File: config.mk
export PLATFORM = sky130hd
export DESIGN_NAME = simple_sweep_ctrl
export DESIGN_NICKNAME = d
export VERILOG_FILES = /design/src/rtl/simple_sweep_ctrl.sv
export SDC_FILE = /design/constraint.sdc
export NUM_CORES = 1
export LEC_CHECK = 0
export CAP_MARGIN = 10
export CORE_ASPECT_RATIO = 0.5
export CORE_UTILIZATION = 45
export CTS_BUF_LIST = sky130_fd_sc_hd__clkbuf_8
export CTS_CLUSTER_SIZE = 40
export DETAILED_ROUTE_END_ITERATION = 7
export PLACE_DENSITY = 0.78
export SLEW_MARGIN = 20
export SYNTH_ARGS = -nofsm -noshare
export SYNTH_HDL_FRONTEND = slang
export SYNTH_SLANG_ARGS = --single-unit
File: constraint.sdc
create_clock -name clk -period 4.9 [get_ports clk]
set_input_delay 0.98 -clock clk [delete_from_list [all_inputs] [get_ports clk]]
set_output_delay 0.98 -clock clk [all_outputs]
set_load 0.01 [all_outputs]
File: src/rtl/simple_sweep_ctrl.sv
// simple_sweep_ctrl: sweeps the 3-input `simple` block through all eight
// input vectors N_PASSES times. Each vector is held for SETTLE_CYCLES clocks.
// The block captures the response into a truth table and compares it against
// an expected table.
// Optional feature: define SIMPLE_SWEEP_ERRCNT_EN to add a saturating
// mismatch counter on output err_cnt.
module simple_sweep_ctrl #(
   parameter int SETTLE_CYCLES = 2,
   parameter int N_PASSES      = 2,
   parameter int ERR_W         = 5
) (
   input  logic       clk,
   input  logic       rst_n,
   input  logic       start,
   input  logic       abort,
   input  logic [7:0] exp_table,
   input  logic       dut_out,
   output logic       a,
   output logic       b,
   output logic       c,
   output logic       busy,
   output logic       done,
   output logic [7:0] tbl,
   output logic       match
`ifdef SIMPLE_SWEEP_ERRCNT_EN
   ,
   output logic [ERR_W-1:0] err_cnt
`endif
);

   localparam int CNT_W  = (SETTLE_CYCLES > 1) ? $clog2(SETTLE_CYCLES) : 1;
   localparam int PASS_W = (N_PASSES > 1) ? $clog2(N_PASSES) : 1;

   typedef enum logic [1:0] {IDLE, RUN, DONE} state_t;

   state_t              state;
   state_t              state_next;
   logic [2:0]          idx;
   logic [CNT_W-1:0]    cnt;
   logic [PASS_W-1:0]   pass;
   logic [7:0]          exp_q;
   logic                mismatch;
   logic                start_ok;
   logic                sample;
   logic                last_sample;
   logic                sample_bad;

   // The vector index doubles as the registered stimulus, so a, b and c
   // change on the same edge as the index advances.
   assign {a, b, c} = idx;

   // Decode when a sweep is accepted and when a settled sample is taken.
   // An abort suppresses the sample on that edge.
   always_comb begin
      start_ok    = (state == IDLE) && start && !abort;
      sample      = (state == RUN) && !abort && (cnt == CNT_W'(SETTLE_CYCLES - 1));
      last_sample = sample && (idx == 3'd7) && (pass == PASS_W'(N_PASSES - 1));
      sample_bad  = (dut_out != exp_q[idx]);
   end

   // State register.
   always_ff @(posedge clk or negedge rst_n) begin
      if (!rst_n) state <= IDLE;
      else        state <= state_next;
   end

   // Next-state and status outputs. DONE always lasts exactly one cycle.
   always_comb begin
      state_next = state;
      busy       = 1'b0;
      done       = 1'b0;
      case (state)
         IDLE: if (start_ok) state_next = RUN;
         RUN: begin
            busy = 1'b1;
            if (abort)            state_next = IDLE;
            else if (last_sample) state_next = DONE;
         end
         DONE: begin
            done       = 1'b1;
            state_next = IDLE;
         end
         default: state_next = IDLE;
      endcase
   end

   // Sweep datapath: settle counter, vector index and pass count, plus the
   // captured table, the sticky mismatch flag and the final verdict.
   always_ff @(posedge clk or negedge rst_n) begin
      if (!rst_n) begin
         idx      <= '0;
         cnt      <= '0;
         pass     <= '0;
         exp_q    <= '0;
         mismatch <= 1'b0;
         tbl      <= '0;
         match    <= 1'b0;
`ifdef SIMPLE_SWEEP_ERRCNT_EN
         err_cnt  <= '0;
`endif
      end else if (start_ok) begin
         idx      <= '0;
         cnt      <= '0;
         pass     <= '0;
         exp_q    <= exp_table;
         mismatch <= 1'b0;
         match    <= 1'b0;
`ifdef SIMPLE_SWEEP_ERRCNT_EN
         err_cnt  <= '0;
`endif
      end else if (state == RUN) begin
         if (abort) begin
            idx   <= '0;
            cnt   <= '0;
            pass  <= '0;
            match <= 1'b0;
         end else if (sample) begin
            tbl[idx] <= dut_out;
            mismatch <= mismatch | sample_bad;
            cnt      <= '0;
            idx      <= idx + 3'd1;
            if (last_sample) begin
               pass  <= '0;
               match <= ~(mismatch | sample_bad);
            end else if (idx == 3'd7) begin
               pass <= pass + 1'b1;
            end
`ifdef SIMPLE_SWEEP_ERRCNT_EN
            if (sample_bad && (err_cnt != '1)) err_cnt <= err_cnt + 1'b1;
`endif
         end else begin
            cnt <= cnt + 1'b1;
         end
      end
   end

endmodule

==> run_results.csv, run 1 <==
group,metric,value,unit
sta,fin_ws,2.182,ns
floorplan,die_w,75.29,um
yosys,yosys.area.top_type,"dfrtp_1",
critical_path,worstSetupPathType,"reg2out",
cts,tritoncts,"yes",
sta,skew,0.006705,ns
yosys,synth_nets,116,
power,swShare,0.2701,
sta,worstMarginPinSlew,0.5303,ns
yosys,ys.flop_type,"dfrtp_1",
cts,cts_max_level,1,
route,route.met2.wl,1.071,mm
sta,slew_headroom,0.6465,
floorplan,die_area,2910,um2
final_layout,multi_input_area,536.8,um2
global_routing,overflow,0,
critical_path,ff2ff_path_depth,4,
yosys,syn_inst,101,
yosys,yosys-top-cells-count,"25 x dfrtp_1, 16 x mux2_2, 8 x nand2_1",
cts,cts_buffers,3,
route,viasPerCell,5.304,
hold_path,min_from,"mismatch",
sta,drv_slew,0,
route,wl_met1,1.005,mm
yosys,synthTopCellsByArea,"dfrtp_1 52%, mux2_2 15%, mux4_1 4.3%",
sta,final.setup.tns,0,ns
cts,cts_hold_buf,0,
power,vdd_drop_max,0.0002089,V
yosys,avgSynthCellArea,11.97,um2
critical_path,r2r-end,"match",
floorplan,die_height,38.65,um
final_layout,synthToLayoutAreaGrowth,26.81,%
floorplan,io_pins,27,
sta,fmax,0.3679,GHz
route,drcViolationCount,0,
critical_path,critical_path_peak_fanout,8,
hold_path,hold_path_class,"reg2reg",
final_layout,finalNonFillerCells,161,
cts,clkTransAtPathRegs,0.08,ns
power,p_per_area,326.3,nW/um2
route,finalWirelength,2.185,mm
critical_path,critPathRequiredTime,3.92,ns
sta,rsz0062_at_grt,"no",
final_layout,antenna_cells,0,
critical_path,crit_end,"busy",
final_layout,drive_gt1_frac,0.1984,
power,power.internal,0.0003650,W
yosys,synth_most_common_cell,"dfrtp_1",
sta,hold_violations,0,
critical_path,start_kind,"flop",
placed_design,place_congestion,0.7792,
floorplan,num_rows,12,
cts,post_cts_buffers,0,
route,drt_iter0_drc,33,
sta,setup_viol,0,
sta,period_share,0.5547,
route,first_pass_iters,4,
power,power.switching,0.0001351,W
placed_design,dp_hpwl,1.589,mm
outcome,status,"finished clean",
critical_path,r2r_start,"idx[0]",
critical_path,cp_data_arrival_time,1.74,ns
yosys,ys_types,27,
power,clkPwrFrac,0.234,
global_routing,grt_pass1_vias,833,
cts,ctsResizeCount,0,
route,wl_met3,92,um
yosys,yosys_warnings,0,
yosys,synth-async-reset-ratio,1.000,
placed_design,dpl.cell_count,157,
job,drv_cap,0,
power,combPwrFrac,0.239,
global_routing,grt_pass1_wl,3.767,mm
floorplan,start_util,0.5095,
cts,root_buffer,"clkbuf_8",
global_routing,grtUsageTotal,0.1849,
global_routing,antenna_found_initial,0,
critical_path,regToRegSetupSlack,3.14,ns
route,top_layer_used,"met4",
final_layout,nFillCells,216,
cts,insertion_delay,0.26,ns
cts,ctsLongestPathBuffers,2,
placed_design,portBuffers,26,
critical_path,endpoint_kind,"output port",
placed_design,pre_cts_ws,2.090,ns
sta,fin_crit,2.718,ns
global_routing,grt_max_degree,26,
final_layout,fin_nets,142,
yosys,synth_edf_count,0,
critical_path,startpoint,"state[0]",
power,total_leakage_power,0.6528,nW
route,vias,854,
final_layout,ff_latch_area,625.6,um2
power,pwr-share-seq,0.527,
yosys,ys_seq_area_frac,0.5176,
route,ant_nets,0,
cts,cts_num_sinks,25,
yosys,syn_area,1209,um2
yosys,synth_seq_cells,25,
yosys,synth_top_area_frac,0.5176,
floorplan,core,2372,um2
route,wl_per_cell,13.57,um
[cell type report]
cell class | count | area share
clock buffers | 3 | 0.02694
clock inverters | 1 | 0.002449
flip-flops and latches | 25 | 0.4082
multi-input cells | 65 | 0.3502
repair buffers | 27 | 0.1714
inverters | 5 | 0.01224
well taps | 35 | 0.02857
[critical path, cell delays in order (launching register included)]
cell and delay (ns):
dfrtp_1 0.47, nor2b_1 0.38, clkdlybuf4s50_1 0.62
[state kept, by name (all words and copies together), names as in the netlist]
signal / flops
cnt: 1
exp_q: 8
idx: 3
match: 1
mismatch: 1
pass: 1
state: 2
tbl: 8
[layout by cell type (no fill, tap or decap), drive strengths merged]
| cell type | Yosys | routed |
|---|---|---|
| dfrtp | 25 | 25 |
| clkdlybuf4s50 | 0 | 25 |
| mux2 | 16 | 16 |
| nand2 | 8 | 8 |
| inv | 5 | 6 |
| o21ai | 5 | 5 |
| nor2 | 5 | 5 |
| nor3b | 4 | 4 |
| nand3 | 3 | 3 |
| a31oi | 3 | 3 |
| clkbuf | 3 | 3 |
| nor2b | 2 | 2 |
| mux4 | 2 | 2 |
| nor3 | 2 | 2 |
| nand3b | 2 | 2 |
| a21oi | 2 | 2 |
| ha | 2 | 2 |
| buf | 3 | 2 |
| nor4b | 1 | 1 |
| and4bb | 1 | 1 |
| mux2i | 1 | 1 |
| xnor2 | 1 | 1 |
| o2bb2ai | 1 | 1 |
| and2 | 1 | 1 |
| and3 | 1 | 1 |
| o32ai | 1 | 1 |
| o41ai | 1 | 1 |
[worst min-delay path by stage]
stage | to | slack (ns) | cells after the start
2_1_floorplan | match | 0.47 | 1
3_3_place_gp | match | 0.48 | 1
3_5_place_dp | exp_q[0] | 0.49 | 1
4_1_cts | match | 0.50 | 1
5_1_grt | exp_q[0] | 0.52 | 1
6_report | match | 0.49 | 1
[metrics by stage]
stage	power (W)	cell area (um2)	util	hold WS (ns)
2_1_floorplan	0.0003320	1209	-	0.4661
3_3_place_gp	0.0003852	1493	0.6292	0.4763
3_5_place_dp	0.0003886	1493	0.6292	0.4889
4_1_cts	0.0005067	1538	0.6482	0.4960
5_1_grt	0.0005285	1533	0.6461	0.5205
6_report	0.0005001	1533	0.6461	0.4924
[cells by family after synthesis]
group | count (synthesis) | synth area share
buf+inv | 11 | 0.03830
compound gates | 13 | 0.07247
flops | 25 | 0.5176
mux | 19 | 0.2008
fa+ha+maj | 2 | 0.02070
simple gates | 30 | 0.1429
xor+xnor | 1 | 0.007248
[power groups by stage]
stage               Combinational [W]  Sequential, W  Clock, W
floorplan                   0.0000704       0.000262         0
global placement             0.000119       0.000266         0
detailed placement           0.000121       0.000268         0
CTS                          0.000121       0.000263  0.000122
global route                 0.000130       0.000268  0.000130
finish                       0.000119       0.000264  0.000117
[metal layers]
layer | vias up | track usage
li1 | 408 | -
met3 | 2 | 0.05469
met5 | - | 0
met2 | 24 | 0.3103
met4 | 0 | 0.04630
met1 | 420 | 0.2391
Note: power is estimated with default switching activity, not from simulation.
==> inputs of run 2 (changes only) <==
==> constraint.sdc (replaced) <==
create_clock -name clk -period 2.8 [get_ports clk]
set_input_delay 0.56 -clock clk [delete_from_list [all_inputs] [get_ports clk]]
set_output_delay 0.56 -clock clk [all_outputs]
set_load 0.01 [all_outputs]
==> run_results.csv, run 2 (synthesis gave the netlist of run 1 again) <==
group,metric,value,unit
power,p_per_area,570.3,nW/um2
final_layout,largestRegisters,"exp_q x8, tbl x8, idx x3",
cts,root_buffer,"clkbuf_8",
outcome,status,"finished clean",
cts,cts_max_level,1,
floorplan,io_pins,27,
final_layout,synthToLayoutAreaGrowth,27.85,%
sta,fmax,0.4387,GHz
final_layout,antenna_cells,0,
global_routing,grtUsageTotal,0.1856,
route,vias,860,
power,power.internal,0.0006410,W
route,drt_iter0_drc,30,
cts,insertion_delay,0.27,ns
sta,period_share,0.8141,
floorplan,start_util,0.5095,
power,swShare,0.2726,
sta,rsz0062_at_grt,"no",
placed_design,portBuffers,26,
power,power.switching,0.0002402,W
critical_path,critical_path_peak_fanout,8,
floorplan,die_w,75.29,um
global_routing,gr-usage-met3,0.05469,
critical_path,worstSetupPathType,"reg2out",
cts,clkTransAtPathRegs,0.09,ns
final_layout,fin_nets,143,
sta,fin_crit,2.280,ns
critical_path,endpoint_kind,"output port",
critical_path,start_kind,"flop",
sta,worstMarginPinSlew,0.3795,ns
job,drv_cap,0,
cts,ctsResizeCount,0,
route,viasPerCell,5.309,
final_layout,fin_area,1545,um2
route,ant_nets,0,
global_routing,grt.busiest_layer,"met2",
final_layout,final_cell_mix,"26 x clkdlybuf4s50_1, 25 x dfrtp_1, 16 x mux2_2",
sta,slew_headroom,0.7470,
critical_path,critPathRequiredTime,2.24,ns
final_layout,final_common_cell,"clkdlybuf4s50_1",
sta,skew,0.006617,ns
placed_design,dpl.cell_count,158,
power,pwr-share-seq,0.523,
global_routing,grt_pass1_vias,838,
global_routing,grt_max_degree,26,
cts,cts_buffers,3,
final_layout,drive_gt1_frac,0.1969,
final_layout,fin_util,0.6514,
placed_design,pre_cts_ws,0.4305,ns
critical_path,cp_data_arrival_time,1.72,ns
sta,drv_slew,0,
cts,cts_num_sinks,25,
floorplan,die_height,38.65,um
global_routing,grt_use_met2,0.3371,
placed_design,dp_hpwl,1.579,mm
sta,fin_ws,0.5205,ns
cts,ctsLongestPathBuffers,2,
cts,tritoncts,"yes",
final_layout,nFillCells,215,
final_layout,finalNonFillerCells,162,
sta,hold_violations,0,
global_routing,grt_pass1_wl,3.767,mm
route,wl_per_cell,13.55,um
sta,final.setup.tns,0,ns
cts,post_cts_buffers,0,
hold_path,hold_path_class,"reg2reg",
floorplan,num_rows,12,
placed_design,place_congestion,0.7812,
global_routing,antenna_found_initial,0,
sta,setup_viol,0,
route,finalWirelength,2.195,mm
power,total_leakage_power,0.6576,nW
global_routing,overflow,0,
power,vdd_drop_max,0.0002940,V
cts,cts_hold_buf,0,
power,combPwrFrac,0.241,
global_routing,grt_util_met1,0.2175,
placed_design,placed_cell_area,1500,um2
route,drcViolationCount,0,
floorplan,die_area,2910,um2
power,clkPwrFrac,0.236,
floorplan,core,2372,um2
route,first_pass_iters,4,
[run 2: cell count changes in the layout (fill, tap and decap cells not counted)]
cell,change
buf_2,-1
clkdlybuf4s50_1,+1
buf_4,+1
[run 2: routing by layer]
layer | up-vias | wire, um
met4 | 0 | 25
met5 | - | 0
met2 | 18 | 1106
met3 | 4 | 77
met1 | 427 | 986
li1 | 411 | -
[run 2: per-stage QoR]
| stage | hold WS, ns | total power [W] |
|---|---|---|
| after floorplan | 0.2644 | 0.0005811 |
| after global placement | 0.4772 | 0.0006745 |
| after detailed placement | 0.4954 | 0.0006841 |
| after CTS | 0.5121 | 0.0008945 |
| after global routing | 0.5310 | 0.0009277 |
| final | 0.5051 | 0.0008812 |
[run 2: layout make-up]
| type | count | area (um2) | area share |
|---|---|---|---|
| flip-flops and latches | 25 | 625.6 | 0.4049 |
| well taps | 35 | 43.79 | 0.02834 |
| clock inverters | 1 | 3.754 | 0.002429 |
| multi-input cells | 65 | 536.8 | 0.3474 |
| repair buffers | 28 | 275.3 | 0.1781 |
| clock buffers | 3 | 41.29 | 0.02672 |
| inverters | 5 | 18.77 | 0.01215 |
[run 2: worst paths after layout]
check / startpoint / endpoint / slack (ns) / depth (start not counted)
min reg2reg: mismatch / match / 0.51 / 1
min: mismatch / match / 0.51 / 1
max reg2reg: idx[0] / match / 1.03 / 4
min in group asynchronous: rst_n / idx[1] / 0.64 / 2
max: state[0] / busy / 0.52 / 2
max in group asynchronous: rst_n / tbl[1] / 1.91 / 2
[run 2: power groups by stage]
stage               registers, W  logic, W  clock network (W)
global route            0.000471  0.000230           0.000226
finish                  0.000461  0.000212           0.000208
detailed placement      0.000470  0.000214                  0
floorplan               0.000458  0.000123                  0
global placement        0.000465  0.000209                  0
CTS                     0.000462  0.000215           0.000218
[run 2: critical path, stage by stage, from the launching register on]
cell,delay (ns)
dfrtp_1,0.47
nor2b_1,0.37
clkdlybuf4s50_1,0.61
==> inputs of run 3 (changes only) <==
==> constraint.sdc (replaced) <==
create_clock -name clk -period 2.1 [get_ports clk]
set_input_delay 0.42 -clock clk [delete_from_list [all_inputs] [get_ports clk]]
set_output_delay 0.42 -clock clk [all_outputs]
set_load 0.01 [all_outputs]
==> run_results.csv, run 3 (synthesis gave the netlist of run 1 again) <==
group,metric,value,unit
final_layout,antenna_cells,0,
final_layout,fin_nets,145,
sta,worstMarginPinSlew,0.4031,ns
final_layout,nFillCells,193,
power,vdd_drop_max,0.0004708,V
floorplan,die_area,2910,um2
cts,clkTransAtPathRegs,0.09,ns
hold_path,hold_path_class,"in2async",
route,wl_met1,1.130,mm
sta,final.setup.tns,0,ns
cts,tritoncts,"yes",
cts,cts_num_sinks,25,
sta,slew_headroom,0.7313,
final_layout,synthToLayoutAreaGrowth,29.09,%
sta,hold_violations,0,
global_routing,grt_max_degree,26,
floorplan,die_height,38.65,um
sta,setup_viol,0,
critical_path,start_kind,"flop",
cts,ctsResizeCount,0,
route,first_pass_iters,4,
final_layout,ff_latch_area,625.6,um2
cts,insertion_delay,0.27,ns
route,top_layer_used,"met4",
sta,fmax,0.5089,GHz
critical_path,path_buf_inv,1,
floorplan,io_pins,27,
cts,cts_buffers,3,
final_layout,multi_input_area,536.8,um2
placed_design,dp_hpwl,1.588,mm
job,drv_cap,0,
critical_path,endpoint_kind,"output port",
cts,post_cts_buffers,0,
route,route.met2.wl,1.048,mm
final_layout,fin_util,0.6577,
final_layout,drive_gt1_frac,0.2093,
power,p_per_area,756.5,nW/um2
placed_design,portBuffers,26,
critical_path,critical_path_peak_fanout,8,
global_routing,grt_pass1_vias,811,
cts,cts_hold_buf,0,
critical_path,crit_chain,"nor2b_1 > clkdlybuf4s50_1",
critical_path,max_stage_delay,0.57,ns
floorplan,die_w,75.29,um
critical_path,critPathRequiredTime,1.68,ns
global_routing,antenna_found_initial,0,
sta,rsz0062_at_grt,"no",
route,drcViolationCount,0,
cts,cts_max_level,1,
final_layout,final_cell_mix,"26 x clkdlybuf4s50_1, 25 x dfrtp_1, 16 x mux2_2",
floorplan,start_util,0.5095,
global_routing,grt_pass1_wl,3.857,mm
floorplan,num_rows,12,
route,wl_per_cell,13.88,um
sta,drv_slew,0,
power,total_leakage_power,0.6674,nW
critical_path,crit_slowest_cell,"clkdlybuf4s50_1",
placed_design,place_congestion,0.7499,
final_layout,largestRegisters,"exp_q x8, tbl x8, idx x3",
route,vias,858,
floorplan,core,2372,um2
route,wl_met3,80,um
route,viasPerCell,5.232,
route,drt_iter0_drc,27,
sta,skew,0.005646,ns
global_routing,grtUsageTotal,0.1875,
route,ant_nets,0,
global_routing,overflow,0,
cts,root_buffer,"clkbuf_8",
critical_path,cp_data_arrival_time,1.54,ns
sta,period_share,0.9357,
outcome,status,"finished clean",
critical_path,cp_top_family,"buffers and inverters",
route,finalWirelength,2.276,mm
critical_path,worstSetupPathType,"reg2out",
sta,fin_crit,1.965,ns
final_layout,final_common_cell,"clkdlybuf4s50_1",
cts,ctsLongestPathBuffers,2,
## run 3: changes by cell type in the layout (fill, tap and decap cells not counted), sizes merged
cell / change
buf: +2
## run 3: through the flow
stage | cell area (um2) | std cells | setup slack [ns] | hold WS (ns) | total power [W]
final | 1560 | 164 | 0.1350 | 0.4972 | 0.001180
after global routing | 1560 | 164 | 0.03466 | 0.5232 | 0.001245
after CTS | 1560 | 164 | 0.1387 | 0.5046 | 0.001191
after detailed placement | 1515 | 160 | 0.07117 | 0.4909 | 0.0009128
after global placement | 1515 | 160 | 0.09784 | 0.4767 | 0.0009016
after floorplan | 1209 | 101 | 0.4088 | 0.1244 | 0.0007748
## run 3: routing by layer
layer	up-vias	track usage
li1	417	-
met1	419	0.2492
met2	20	0.3147
met3	2	0.05469
met4	0	0.02778
met5	-	0
## run 3: worst register-to-register path, stage by stage, from the launching register on
cell and delay [ns]:
dfrtp_1 0.48, mux4_1 0.59, mux2i_1 0.18, xnor2_1 0.14
o32ai_2 0.26
## run 3: power by group
| part | leakage, nW | switching [W] | internal (W) |
|---|---|---|---|
| Combinational | 0.316 | 0.000111 | 0.000177 |
| Sequential | 0.325 | 0.0000627 | 0.000550 |
| Clock | 0.0269 | 0.000149 | 0.000131 |
| Total | 0.667 | 0.000323 | 0.000858 |
## run 3: path summary, 6_finish.rpt
kind                          start        to  slack (ns)  cells after the start
max                        state[0]      busy        0.14                      2
min                           rst_n    idx[0]        0.50                      2
max reg2reg                  idx[0]     match        0.37                      4
min reg2reg                mismatch     match        0.50                      1
max in group asynchronous     rst_n  exp_q[7]        1.35                      2
min in group clk           mismatch     match        0.50                      1
## run 3: area by class of cell
cell class | count | share of cell area
Multi-Input combinational cell | 65 | 0.3440
Timing Repair Buffer | 30 | 0.1860
Clock buffer | 3 | 0.02646
Inverter | 5 | 0.01203
Tap cell | 35 | 0.02807
Sequential cell | 25 | 0.4010
Clock inverter | 1 | 0.002406
